File: config.mk
export PLATFORM = sky130hd
export DESIGN_NAME = io_responder
export DESIGN_NICKNAME = d
export VERILOG_FILES = /design/src/rtl/io_responder_pkg.sv /design/src/rtl/io_debounce.sv /design/src/rtl/io_responder.sv
export SDC_FILE = /design/constraint.sdc
export NUM_CORES = 1
export LEC_CHECK = 0
export ABC_AREA = 1
export BUFFER_PORTS_ARGS = -buffer_cell sky130_fd_sc_hd__buf_2
export CORE_MARGIN = 10
export CORE_UTILIZATION = 57
export CTS_CLUSTER_DIAMETER = 150
export DETAILED_ROUTE_END_ITERATION = 6
export HOLD_SLACK_MARGIN = 0.03
export PLACE_DENSITY = 0.8
export SLEW_MARGIN = 20
export SYNTH_ARGS = -nofsm -noshare
export SYNTH_HDL_FRONTEND = slang
export SYNTH_SLANG_ARGS = --single-unit
File: constraint.sdc
create_clock -name CLK -period 2.23 [get_ports CLK]
set_clock_uncertainty 0.05 [all_clocks]
set_input_delay 0.223 -clock CLK [delete_from_list [all_inputs] [get_ports CLK]]
set_output_delay 0.223 -clock CLK [all_outputs]
set_load 0.01 [all_outputs]
File: src/rtl/io_responder_pkg.sv
// Shared definitions for the memory-mapped I/O responder: register addresses,
// control-register bit positions and the status update rule used by both input groups.
package io_defs;

  localparam logic [15:0] IO_KDATA    = 16'hFFF0;
  localparam logic [15:0] IO_SDATA    = 16'hFFF2;
  localparam logic [15:0] IO_KCTRL    = 16'hFFF4;
  localparam logic [15:0] IO_SCTRL    = 16'hFFF6;
  localparam logic [15:0] IO_HEX      = 16'hFFF8;
  localparam logic [15:0] IO_LEDR     = 16'hFFFA;
  localparam logic [15:0] IO_LEDG     = 16'hFFFC;
  localparam logic [15:0] IO_UNMAPPED = 16'hDEAD;

  localparam int CTRL_READY = 0;
  localparam int CTRL_OVR   = 2;

  typedef enum logic [2:0] {
    SEL_KDATA = 3'd0,
    SEL_SDATA = 3'd1,
    SEL_KCTRL = 3'd2,
    SEL_SCTRL = 3'd3,
    SEL_HEX   = 3'd4,
    SEL_LEDR  = 3'd5,
    SEL_LEDG  = 3'd6,
    SEL_RSVD  = 3'd7
  } io_sel_e;

  typedef struct packed {
    logic ovr;
    logic ready;
  } io_status_t;

  // Registers are word-aligned, so the byte-address LSB never takes part in decode.
  function automatic io_sel_e io_decode(input logic [15:0] addr);
    io_sel_e sel;
    case ({addr[15:1], 1'b0})
      IO_KDATA: sel = SEL_KDATA;
      IO_SDATA: sel = SEL_SDATA;
      IO_KCTRL: sel = SEL_KCTRL;
      IO_SCTRL: sel = SEL_SCTRL;
      IO_HEX:   sel = SEL_HEX;
      IO_LEDR:  sel = SEL_LEDR;
      IO_LEDG:  sel = SEL_LEDG;
      default:  sel = SEL_RSVD;
    endcase
    return sel;
  endfunction

  // Set events win over clears for both Ready and Overrun.
  function automatic io_status_t status_next(input io_status_t cur, input logic commit,
                                             input logic rd_clr, input logic ovr_clr);
    io_status_t nxt;
    nxt = cur;
    if (commit) begin
      nxt.ready = 1'b1;
    end else if (rd_clr) begin
      nxt.ready = 1'b0;
    end else begin
      nxt.ready = cur.ready;
    end
    if (commit && cur.ready && !rd_clr) begin
      nxt.ovr = 1'b1;
    end else if (ovr_clr) begin
      nxt.ovr = 1'b0;
    end else begin
      nxt.ovr = cur.ovr;
    end
    return nxt;
  endfunction

  function automatic logic [15:0] ctrl_word(input io_status_t st);
    logic [15:0] w;
    w = 16'h0000;
    w[CTRL_READY] = st.ready;
    w[CTRL_OVR]   = st.ovr;
    return w;
  endfunction

endpackage

File: src/rtl/io_debounce.sv
// Group debouncer: 2-flop synchronizer, candidate/counter and committed value.
// changed_o pulses in the cycle whose clock edge commits a new value (DB_CYCLES >= 2).
module io_debounce
  import io_defs::*;
#(
  parameter int WIDTH     = 4,
  parameter int DB_CYCLES = 500000,
  parameter int CNTBITS   = 20
) (
  input  logic             clk_i,
  input  logic             rst_n_i,
  input  logic [WIDTH-1:0] raw_i,
  output logic [WIDTH-1:0] value_o,
  output logic             changed_o
);

  // The load cycle counts as the first stable sample, hence DB_CYCLES-2.
  localparam logic [CNTBITS-1:0] CNT_LAST = CNTBITS'(DB_CYCLES - 2);
  localparam logic [CNTBITS-1:0] CNT_ZERO = {CNTBITS{1'b0}};
  localparam logic [CNTBITS-1:0] CNT_ONE  = {{(CNTBITS-1){1'b0}}, 1'b1};

  logic [WIDTH-1:0]   sync1_q, sync2_q;
  logic [WIDTH-1:0]   cand_q, cand_d;
  logic [WIDTH-1:0]   value_q, value_d;
  logic [CNTBITS-1:0] cnt_q, cnt_d;
  logic               commit_s;

  // Candidate tracking and commit decision.
  always_comb begin
    cand_d   = cand_q;
    value_d  = value_q;
    cnt_d    = cnt_q;
    commit_s = 1'b0;
    if (sync2_q != cand_q) begin
      cand_d = sync2_q;
      cnt_d  = CNT_ZERO;
    end else if (cand_q != value_q) begin
      if (cnt_q == CNT_LAST) begin
        value_d  = cand_q;
        cnt_d    = CNT_ZERO;
        commit_s = 1'b1;
      end else begin
        cnt_d = cnt_q + CNT_ONE;
      end
    end else begin
      cnt_d = cnt_q;
    end
  end

  // State registers; reset returns everything to the idle (released) value.
  always_ff @(posedge clk_i or negedge rst_n_i) begin
    if (!rst_n_i) begin
      sync1_q <= {WIDTH{1'b0}};
      sync2_q <= {WIDTH{1'b0}};
      cand_q  <= {WIDTH{1'b0}};
      value_q <= {WIDTH{1'b0}};
      cnt_q   <= CNT_ZERO;
    end else begin
      sync1_q <= raw_i;
      sync2_q <= sync1_q;
      cand_q  <= cand_d;
      value_q <= value_d;
      cnt_q   <= cnt_d;
    end
  end

  assign value_o   = value_q;
  assign changed_o = commit_s;

endmodule

File: src/rtl/io_responder.sv
// Memory-mapped I/O responder at FFF0-FFFE: debounced keys/switches with sticky
// Ready/Overrun status, plus the HEX/LEDR/LEDG display registers. DBITS is 16.
module io_responder
  import io_defs::*;
#(
  parameter int DBITS     = 16,
  parameter int DB_CYCLES = 500000,
  parameter int CNTBITS   = 20
) (
  input  logic             CLK,
  input  logic             RESET_N,
  input  logic [DBITS-1:0] ADDR,
  input  logic [DBITS-1:0] DIN,
  input  logic             WE,
  input  logic             RE,
  output logic [DBITS-1:0] DOUT,
  output logic             HIT,
  input  logic [3:0]       KEY,
  input  logic [9:0]       SW,
  output logic [15:0]      HEX,
  output logic [9:0]       LEDR,
  output logic [7:0]       LEDG
);

  logic [3:0] key_val_s;
  logic [9:0] sw_val_s;
  logic       key_chg_s, sw_chg_s;
  logic       hit_s, wr_s;
  io_sel_e    sel_s;

  logic [15:0] hex_q, hex_d;
  logic [9:0]  ledr_q, ledr_d;
  logic [7:0]  ledg_q, ledg_d;
  io_status_t  kst_q, kst_d, sst_q, sst_d;
  logic [15:0] dout_s;

  // Keys are active-low at the pins; invert so pressed reads as 1.
  io_debounce #(.WIDTH(4), .DB_CYCLES(DB_CYCLES), .CNTBITS(CNTBITS)) u_key_db (
    .clk_i     (CLK),
    .rst_n_i   (RESET_N),
    .raw_i     (~KEY),
    .value_o   (key_val_s),
    .changed_o (key_chg_s)
  );

  io_debounce #(.WIDTH(10), .DB_CYCLES(DB_CYCLES), .CNTBITS(CNTBITS)) u_sw_db (
    .clk_i     (CLK),
    .rst_n_i   (RESET_N),
    .raw_i     (SW),
    .value_o   (sw_val_s),
    .changed_o (sw_chg_s)
  );

  assign hit_s = (ADDR[15:4] == 12'hFFF);
  assign sel_s = io_decode(ADDR[15:0]);
  assign wr_s  = WE & hit_s;

  // Register writes and status updates.
  always_comb begin
    hex_d  = hex_q;
    ledr_d = ledr_q;
    ledg_d = ledg_q;
    kst_d  = status_next(kst_q, key_chg_s, RE & hit_s & (sel_s == SEL_KDATA),
                         wr_s & (sel_s == SEL_KCTRL) & ~DIN[CTRL_OVR]);
    sst_d  = status_next(sst_q, sw_chg_s, RE & hit_s & (sel_s == SEL_SDATA),
                         wr_s & (sel_s == SEL_SCTRL) & ~DIN[CTRL_OVR]);
    if (wr_s) begin
      case (sel_s)
        SEL_HEX:  hex_d  = DIN[15:0];
        SEL_LEDR: ledr_d = DIN[9:0];
        SEL_LEDG: ledg_d = DIN[7:0];
        default:  hex_d  = hex_q;
      endcase
    end else begin
      hex_d = hex_q;
    end
  end

  // Register state.
  always_ff @(posedge CLK or negedge RESET_N) begin
    if (!RESET_N) begin
      hex_q  <= 16'h0000;
      ledr_q <= 10'h000;
      ledg_q <= 8'h00;
      kst_q  <= '{ovr: 1'b0, ready: 1'b0};
      sst_q  <= '{ovr: 1'b0, ready: 1'b0};
    end else begin
      hex_q  <= hex_d;
      ledr_q <= ledr_d;
      ledg_q <= ledg_d;
      kst_q  <= kst_d;
      sst_q  <= sst_d;
    end
  end

  // Combinational read mux; unmapped space answers with a recognisable marker.
  always_comb begin
    dout_s = IO_UNMAPPED;
    if (hit_s) begin
      case (sel_s)
        SEL_KDATA: dout_s = {12'h000, key_val_s};
        SEL_SDATA: dout_s = {6'h00, sw_val_s};
        SEL_KCTRL: dout_s = ctrl_word(kst_q);
        SEL_SCTRL: dout_s = ctrl_word(sst_q);
        SEL_HEX:   dout_s = hex_q;
        SEL_LEDR:  dout_s = {6'h00, ledr_q};
        SEL_LEDG:  dout_s = {8'h00, ledg_q};
        default:   dout_s = 16'h0000;
      endcase
    end else begin
      dout_s = IO_UNMAPPED;
    end
  end

  assign DOUT = DBITS'(dout_s);
  assign HIT  = hit_s;
  assign HEX  = hex_q;
  assign LEDR = ledr_q;
  assign LEDG = ledg_q;

endmodule

==> impl_summary.txt, run 1 <==
----------------------------------------------------
[Floorplan]
  Number of top-level pins ... 101
  Cell row count ... 39
  Floorplan die height ... 128 microns
  Area of the placeable core ... 11400 sq um
  Initial standard-cell utilization of the core ... 58.0%
  Die W ... 128 microns
  DIE AREA ... 16300 sq um

[Final layout]
  Final Core Density ... 71.5%
  Antenna diodes ... 0
  Post-layout nets ... 988
  Final standard cell count with taps included and fillers excluded ... 1090
  Fraction of layout cells with a size suffix above 1 ... 21.3%
  Relative area change from synthesis to final layout ... 23.3%
  # fillers ... 838

[Synth]
  Share of synthesized area occupied by flip-flops and latches ... 50.6%
  Number of nets in the synthesized netlist ... 853
  Library cell with the largest summed area after synthesis ... sky130_fd_sc_hd__dfrtp_1
  Primary FF master, synth ... sky130_fd_sc_hd__dfrtp_1
  Leading cell types by count after synthesis ... sky130_fd_sc_hd__nand2_1 (219), sky130_fd_sc_hd__dfrtp_1 (134), sky130_fd_sc_hd__inv_1 (100)
  Most frequently used cell type in the post-synthesis netlist ... sky130_fd_sc_hd__nand2_1
  Warnings from Yosys ... 0
  Post-synth EDFFs ... 0
  Gate Count Post-Synth ... 799
  Number of storage elements in the synthesis netlist ... 134
  Average cell area after synthesis ... 8.29 sq um
  Synth Cell Area ... 6620 sq um
  Top cell type's share of synthesized area ... 50.6%
  Proportion of register bits with asynchronous set or reset after synthesis ... 100%
  Top cells by area in the synthesized netlist ... sky130_fd_sc_hd__dfrtp_1 (51%), sky130_fd_sc_hd__nand2_1 (12%), sky130_fd_sc_hd__inv_1 (5.7%), sky130_fd_sc_hd__nor2_1 (3.4%), sky130_fd_sc_hd__nand3_1 (3.3%)
  Number of unique standard cell types used by synthesis ... 47

[Clocking]
  Root buffer cell ... sky130_fd_sc_hd__clkbuf_16
  Clock Tree Buf Depth ... 2
  Worst-path clk slew ... 0.06 ns
  Number of buffers added by the clock tree synthesis step ... 17
  Clock tree from TritonCTS ... built
  TritonCTS sink count ... 134
  Clock H-tree levels ... 4
  Latest clock arrival within the worst-skew pair ... 0.42 ns

[Setup path]
  Cell with the most instances on the worst path ... sky130_fd_sc_hd__buf_2
  Data arrival at the endpoint of the critical path ... 1.85 ns
  Endpoint kind of the worst setup timing path ... primary output
  Critical Path, Cell by Cell ... buf_2 > inv_2 > nor2_2 > nand3_2 > a211oi_4 > nand2_2 > nor2_4 > buf_4 > nand2_1 > o2111ai_1 > buf_2
  Category of the critical setup timing path ... in -> out
  Largest stage delay, worst path ... 0.32 ns
  Slowest CP cell ... sky130_fd_sc_hd__a211oi_4
  Largest fanout on the critical path ... 8
  Required @ worst endpoint ... 1.96 ns
  Nature of the critical path startpoint ... input pin
  Reg2reg path depth ... 11

[Timing]
  Shortest clock period the worst path allows after layout ... 2.12 ns
  Tightest slew margin relative to the limit ... 62.8%
  Portion of the clock cycle consumed by the worst path in the final layout ... 95.2%
  Slew @ Worst Pin ... 0.558 ns
  Count of pins over their slew limit ... 0
  Number of failing hold endpoints at the final stage ... 0
  Maximum operating frequency ... 0.471 GHz
  Final-report setup violation count ... 0

[GRT]
  Total grt overflow ... 0
  GRT Total Usage ... 20.2%
  Wire length of the first global-routing pass ... 27000 microns
  Via count of the first global-routing pass ... 5534
  Maximum number of pins on one net before global-route repair ... 61
  Initial antenna violation count ... 0

[Placed design]
  Number of cells after detailed placement ... 1031
  GPL Wtd Cong ... 0.887
  Post-DP HPWL ... 11600 microns
  Number of input and output port buffers inserted ... 99

[Drt]
  Final WL ... 16300 microns
  Total number of vias ... 5758
  Number of design rule violations left after detail routing ... 0
  Average vias per placed instance ... 5.28
  DRT iter0 DRCs ... 545
  Number of nets with antenna violations after routing ... 0
  Detailed Routing Iterations Pass 1 ... 5
  Routed length per instance ... 14.9 microns

[Power]
  P per Cell Area ... 675 nW/um^2
  Maximum vdd drop ... 0.000857 V
  Static leakage ... 3.90 nW

[Status]
  Run status ... complete, no violations

[Hold path]
  Worst Hold Path Cells ... 3
  Class of the worst hold path ... in -> reg

[Flow run]
  Maximum Capacitance Violations ... 0

----------------------------------------------------
state kept, by name, indices dropped and copies added, names as in the netlist:
| name | count |
|---|---|
| LEDG | 8 |
| u_key_db.value_o | 4 |
| u_sw_db.value_o | 10 |
| u_sw_db.cnt_q | 20 |
| u_key_db.sync2_q | 4 |
| sst_q | 2 |
| u_key_db.cnt_q | 20 |
| u_key_db.cand_q | 4 |
| u_sw_db.sync2_q | 10 |
| u_key_db.sync1_q | 4 |
| u_sw_db.sync1_q | 10 |
| HEX | 16 |
| kst_q | 2 |
| u_sw_db.cand_q | 10 |
| LEDR | 10 |
path summary, 6_finish.rpt:
check,start,slack [ns],endpoint
worst min register to register,u_key_db.sync1_q[1],0.29,u_key_db.sync2_q[1]
worst max register to register,u_key_db.cand_q[1],0.21,u_key_db.cnt_q[19]
worst max-delay path,ADDR[4],0.11,DOUT[9]
max in group asynchronous,RESET_N,1.08,LEDR[6]
worst min-delay path,DIN[5],0.05,HEX[5]
min in group asynchronous,RESET_N,0.29,u_sw_db.cand_q[9]
stage by stage:
step | hold WS, ns | cell area (sq um) | total power, W | TNS, ns | worst slack, ns
after floorplan | -0.123 | 6620 | 0.00265 | 0 | 0.543
after CTS | 0.0409 | 8130 | 0.00555 | 0 | 0.105
after detailed placement | 0.186 | 7310 | 0.00278 | 0 | 0.117
after global placement | 0.184 | 7310 | 0.00278 | 0 | 0.153
final | 0.0462 | 8170 | 0.00551 | 0 | 0.107
after global routing | 0.0523 | 8170 | 0.00570 | -0.0402 | -0.0266
metal layers:
metal	wire, microns	global-route usage, %	vias up
met1	6930	24.8	2698
met5	0	0	-
met4	217	5.36	0
li1	-	-	2846
met3	1210	6.12	25
met2	7940	33.8	189
placed cells by master, fill, tap and decap left out, drive strengths merged:
cell type	count
inv	106
nor4	9
and3	4
ha	4
o31ai	1
clkbuf	18
a211oi	2
o2111ai	3
nand2	228
xor2	18
o21ai	62
clkinvlp	4
a22oi	1
a21boi	1
nor2	70
o22ai	3
o21a	1
nor3	24
o211a	1
o211ai	1
a21oi	19
or3	1
dlygate4sd3	24
buf	119
nand4	24
a31oi	4
a211o	1
nand3	47
dfrtp	134
bufinv	2
nand3b	1
nor3b	3
xnor2	1
clkinv	6
cells by family after synthesis:
| family | after synthesis | synth area share, % |
|---|---|---|
| xor+xnor | 19 | 2.51 |
| simple gates | 411 | 28.5 |
| fa+ha+maj | 4 | 0.756 |
| buf+inv | 131 | 7.90 |
| flops | 134 | 50.6 |
| compound gates | 100 | 9.66 |
what timing repair did:
action	4_1_cts	5_1_grt
setup buffers	0	3
gates resized for setup	0	2
hold buffers	24	0
endpoints found under the setup margin	0	2
endpoints found under the hold margin	80	0
critical path: cells and delay by family:
| family | cells | cell delay (ns) |
|---|---|---|
| compound gates | 2 | 0.40 |
| buf+inv | 4 | 0.56 |
| simple gates | 5 | 0.66 |
area by class of cell:
class / count / area (sq um) / area share, %
timing repair buffer: 143 / 905 / 11.1
multi-input combinational: 534 / 2760 / 33.7
inverter: 104 / 392 / 4.80
clock inverter: 14 / 153 / 1.87
sequential: 134 / 3350 / 41.1
tap: 143 / 179 / 2.19
clock buffer: 18 / 429 / 5.26
report_power, final:
part	internal (W)	switching (W)
registers	0.00248	0.0000361
logic	0.000105	0.000156
clock network	0.00165	0.00108
total	0.00424	0.00127
Power figures use the tool's default switching activity.
==> inputs of run 2 (changes only) <==
CORE_UTILIZATION = 58   (was 57)
SYNTH_HIERARCHICAL = 1   (was not set)
==> impl_summary.txt, run 2 <==
----------------------------------------------------
[Status]
  Run status ... complete, no violations

[Timing]
  Shortest clock period the worst path allows after layout ... 2.04 ns (-0.0872 ns)
  Final-layout worst hold slack ... 0.0626 ns (+0.0164 ns)
  Maximum operating frequency ... 0.491 GHz (+4.3%)
  Slew @ Worst Pin ... 0.640 ns (+0.0820 ns)
  Portion of the clock cycle consumed by the worst path in the final layout ... 91.3% (-3.9 points)
  Count of pins over their slew limit ... 0 (unchanged)
  Final-report setup violation count ... 0 (unchanged)
  Total negative slack ... 0 ns (unchanged)
  Number of failing hold endpoints at the final stage ... 0 (unchanged)
  RSZ-0062 raised after global routing ... no
  Tightest slew margin relative to the limit ... 57.2% (-5.6 points)

[Drt]
  Final WL ... 17900 microns (+10%)
  Average vias per placed instance ... 5.20 (-1.5%)
  Detailed Routing Iterations Pass 1 ... 5 (unchanged)
  Routed length per instance ... 14.2 microns (-4.8%)
  Number of design rule violations left after detail routing ... 0 (unchanged)
  Number of nets with antenna violations after routing ... 0 (unchanged)
  DRT iter0 DRCs ... 640 (+17%)
  Total number of vias ... 6553 (+14%)

[Setup path]
  Reg2reg path depth ... 9 (-2)
  Crit. Startpoint ... ADDR[6]
  Crit Reg-Reg Endpoint ... sst_q[1]
  Data arrival at the endpoint of the critical path ... 1.76 ns (-0.09 ns)
  Slack of the worst reg-to-reg path ... 0.42 ns (+0.21 ns)
  Nature of the critical path startpoint ... input pin
  Critical Path Sink ... DOUT[6]
  Largest fanout on the critical path ... 7 (-1)
  Endpoint kind of the worst setup timing path ... primary output
  Required @ worst endpoint ... 1.96 ns (about the same)
  Beginning of the worst register-to-register path ... u_sw_db/cand_q[8]
  Category of the critical setup timing path ... in -> out

[Clocking]
  TritonCTS sink count ... 134 (unchanged)
  Clock H-tree levels ... 4 (unchanged)
  Clock Tree Buf Depth ... 2 (unchanged)
  Clock tree from TritonCTS ... built
  Worst-path clk slew ... 0.06 ns (about the same)
  Root buffer cell ... sky130_fd_sc_hd__clkbuf_16
  Number of buffers added by the clock tree synthesis step ... 17 (unchanged)
  Latest clock arrival within the worst-skew pair ... 0.41 ns (about the same)

[Final layout]
  Total non-filler cell area in the finished layout ... 8880 sq um (+8.8%)
  Post-layout nets ... 1130 (+14%)
  Final Core Density ... 71.0% (-0.56 points)
  Fraction of layout cells with a size suffix above 1 ... 20.4% (-0.93 points)
  Relative area change from synthesis to final layout ... 20.4%
  Register area ... 3350 sq um (unchanged)
  Most common library cell in the layout ignoring fill and taps ... sky130_fd_sc_hd__nand2_1
  Antenna diodes ... 0 (unchanged)
  # fillers ... 1031 (+23%)
  Area of the multi-input gates ... 3390 sq um (+23%)
  Leading cell types in the layout, fill and taps excluded ... sky130_fd_sc_hd__nand2_1 (320), sky130_fd_sc_hd__dfrtp_1 (134), sky130_fd_sc_hd__inv_1 (108)

[Floorplan]
  Die W ... 133 microns (+3.9%)
  DIE AREA ... 17600 sq um (+8.0%)
  Cell row count ... 41 (+5.1%)
  Initial standard-cell utilization of the core ... 58.9% (+0.95 points)
  Number of top-level pins ... 101 (unchanged)
  Floorplan die height ... 133 microns (+3.9%)
  Area of the placeable core ... 12500 sq um (+9.6%)

[Flow run]
  Maximum Capacitance Violations ... 0 (unchanged)

[Synth]
  Primary FF master, synth ... sky130_fd_sc_hd__dfrtp_1
  Most frequently used cell type in the post-synthesis netlist ... sky130_fd_sc_hd__nand2_1
  Average cell area after synthesis ... 7.75 sq um (-6.5%)
  Share of synthesized area occupied by flip-flops and latches ... 45.5% (-5.2 points)
  Top cells by area in the synthesized netlist ... sky130_fd_sc_hd__dfrtp_1 (45%), sky130_fd_sc_hd__nand2_1 (16%), sky130_fd_sc_hd__inv_1 (5.5%), sky130_fd_sc_hd__nand3_1 (5.0%), sky130_fd_sc_hd__nor2_1 (3.7%)
  Warnings from Yosys ... 6 (+6)
  Number of storage elements in the synthesis netlist ... 134 (unchanged)
  Library cell with the largest summed area after synthesis ... sky130_fd_sc_hd__dfrtp_1
  Gate Count Post-Synth ... 952 (+19%)
  Top cell type's share of synthesized area ... 45.5% (-5.2 points)
  Leading cell types by count after synthesis ... sky130_fd_sc_hd__nand2_1 (320), sky130_fd_sc_hd__dfrtp_1 (134), sky130_fd_sc_hd__inv_1 (109)
  Number of nets in the synthesized netlist ... 1006 (+18%)
  Number of unique standard cell types used by synthesis ... 31 (-34%)
  Post-synth EDFFs ... 0 (unchanged)
  Synth Cell Area ... 7380 sq um (+11%)
  Proportion of register bits with asynchronous set or reset after synthesis ... 100% (unchanged)

[Power]
  Overall Power ... 0.00550 W (-0.24%)
  P per Cell Area ... 619 nW/um^2 (-8.3%)
  Maximum vdd drop ... 0.000582 V (-32%)
  Static leakage ... 4.41 nW (+13%)

[Placed design]
  Post-DP HPWL ... 13100 microns (+14%)
  GPL Wtd Cong ... 0.931 (+4.9%)
  Number of input and output port buffers inserted ... 99 (unchanged)
  Placed cell areas ... 8080 sq um (+11%)

[GRT]
  Wire length of the first global-routing pass ... 30400 microns (+12%)
  Via count of the first global-routing pass ... 6224 (+12%)
  GRT Total Usage ... 20.8% (+0.59 points)
  Maximum number of pins on one net before global-route repair ... 54 (-11%)
  Total grt overflow ... 0 (unchanged)
  Initial antenna violation count ... 0 (unchanged)

[Hold path]
  Class of the worst hold path ... in -> reg

----------------------------------------------------
run 2: where the power goes:
group,internal [W],leakage (nW),switching [W]
logic,0.000101,2.36,0.000148
registers,0.00247,1.76,0.0000326
clock network,0.00176,0.286,0.000984
total,0.00433,4.41,0.00116
run 2: logic make-up after synthesis:
group | synth area share (%)
simple gates | 35.0
compound gates | 5.90
xor+xnor | 4.39
flops | 45.5
buf+inv | 8.60
fa+ha+maj | 0.678
run 2: layout make-up:
cell class	instances	share of cell area, %
Multi-Input combinational cell	668	38.2
Clock inverter	7	1.07
Sequential cell	134	37.8
Tap cell	172	2.42
Timing Repair Buffer	144	10.3
Clock buffer	24	5.54
Inverter	111	4.69
run 2: how the worst min path moves through the flow:
| stage | startpoint | endpoint | slack, ns | depth (start not counted) |
|---|---|---|---|---|
| CTS | DIN[9] | HEX[9] | 0.04 | 3 |
| finish | DIN[1] | HEX[1] | 0.06 | 3 |
| global route | DIN[0] | HEX[0] | 0.06 | 3 |
| floorplan | RESET_N | HEX[0] | -0.12 | 0 |
| global placement | RESET_N | u_key_db/cnt_q[7] | 0.15 | 1 |
| detailed placement | RESET_N | u_key_db/cnt_q[7] | 0.16 | 1 |
run 2: through the flow:
step	worst slack, ns	cells
after floorplan	0.478	952
after global placement	0.184	1208
after detailed placement	0.170	1208
after CTS	0.158	1260
after global routing	0.0338	1260
final	0.194	1260
run 2: repair_timing:
item                       in CTS  in global routing
hold endpoints to repair       71                  0
hold buffers                   21                  0
buffers inserted                0                  0
setup endpoints to repair       0                  1
gates resized for setup         0                  2
run 2: routing by layer:
layer / track usage, % / vias up / wire length, microns
li1: - / 3254 / -
met1: 28.0 / 3008 / 8200
met2: 31.5 / 267 / 8030
met3: 5.98 / 24 / 1440
met4: 6.85 / 0 / 250
met5: 0 / - / 0
run 2: critical path: stages:
cell and delay (ns):
sky130_fd_sc_hd__buf_2 0.09, sky130_fd_sc_hd__nand2_1 0.08, sky130_fd_sc_hd__nor2_4 0.11, sky130_fd_sc_hd__nand3_1 0.16, sky130_fd_sc_hd__nor2_2 0.29, sky130_fd_sc_hd__nand3_1 0.16
sky130_fd_sc_hd__inv_1 0.15, sky130_fd_sc_hd__nand2_1 0.06, sky130_fd_sc_hd__nand2_1 0.05, sky130_fd_sc_hd__nor2_1 0.04, sky130_fd_sc_hd__nor2_1 0.17, sky130_fd_sc_hd__buf_2 0.17
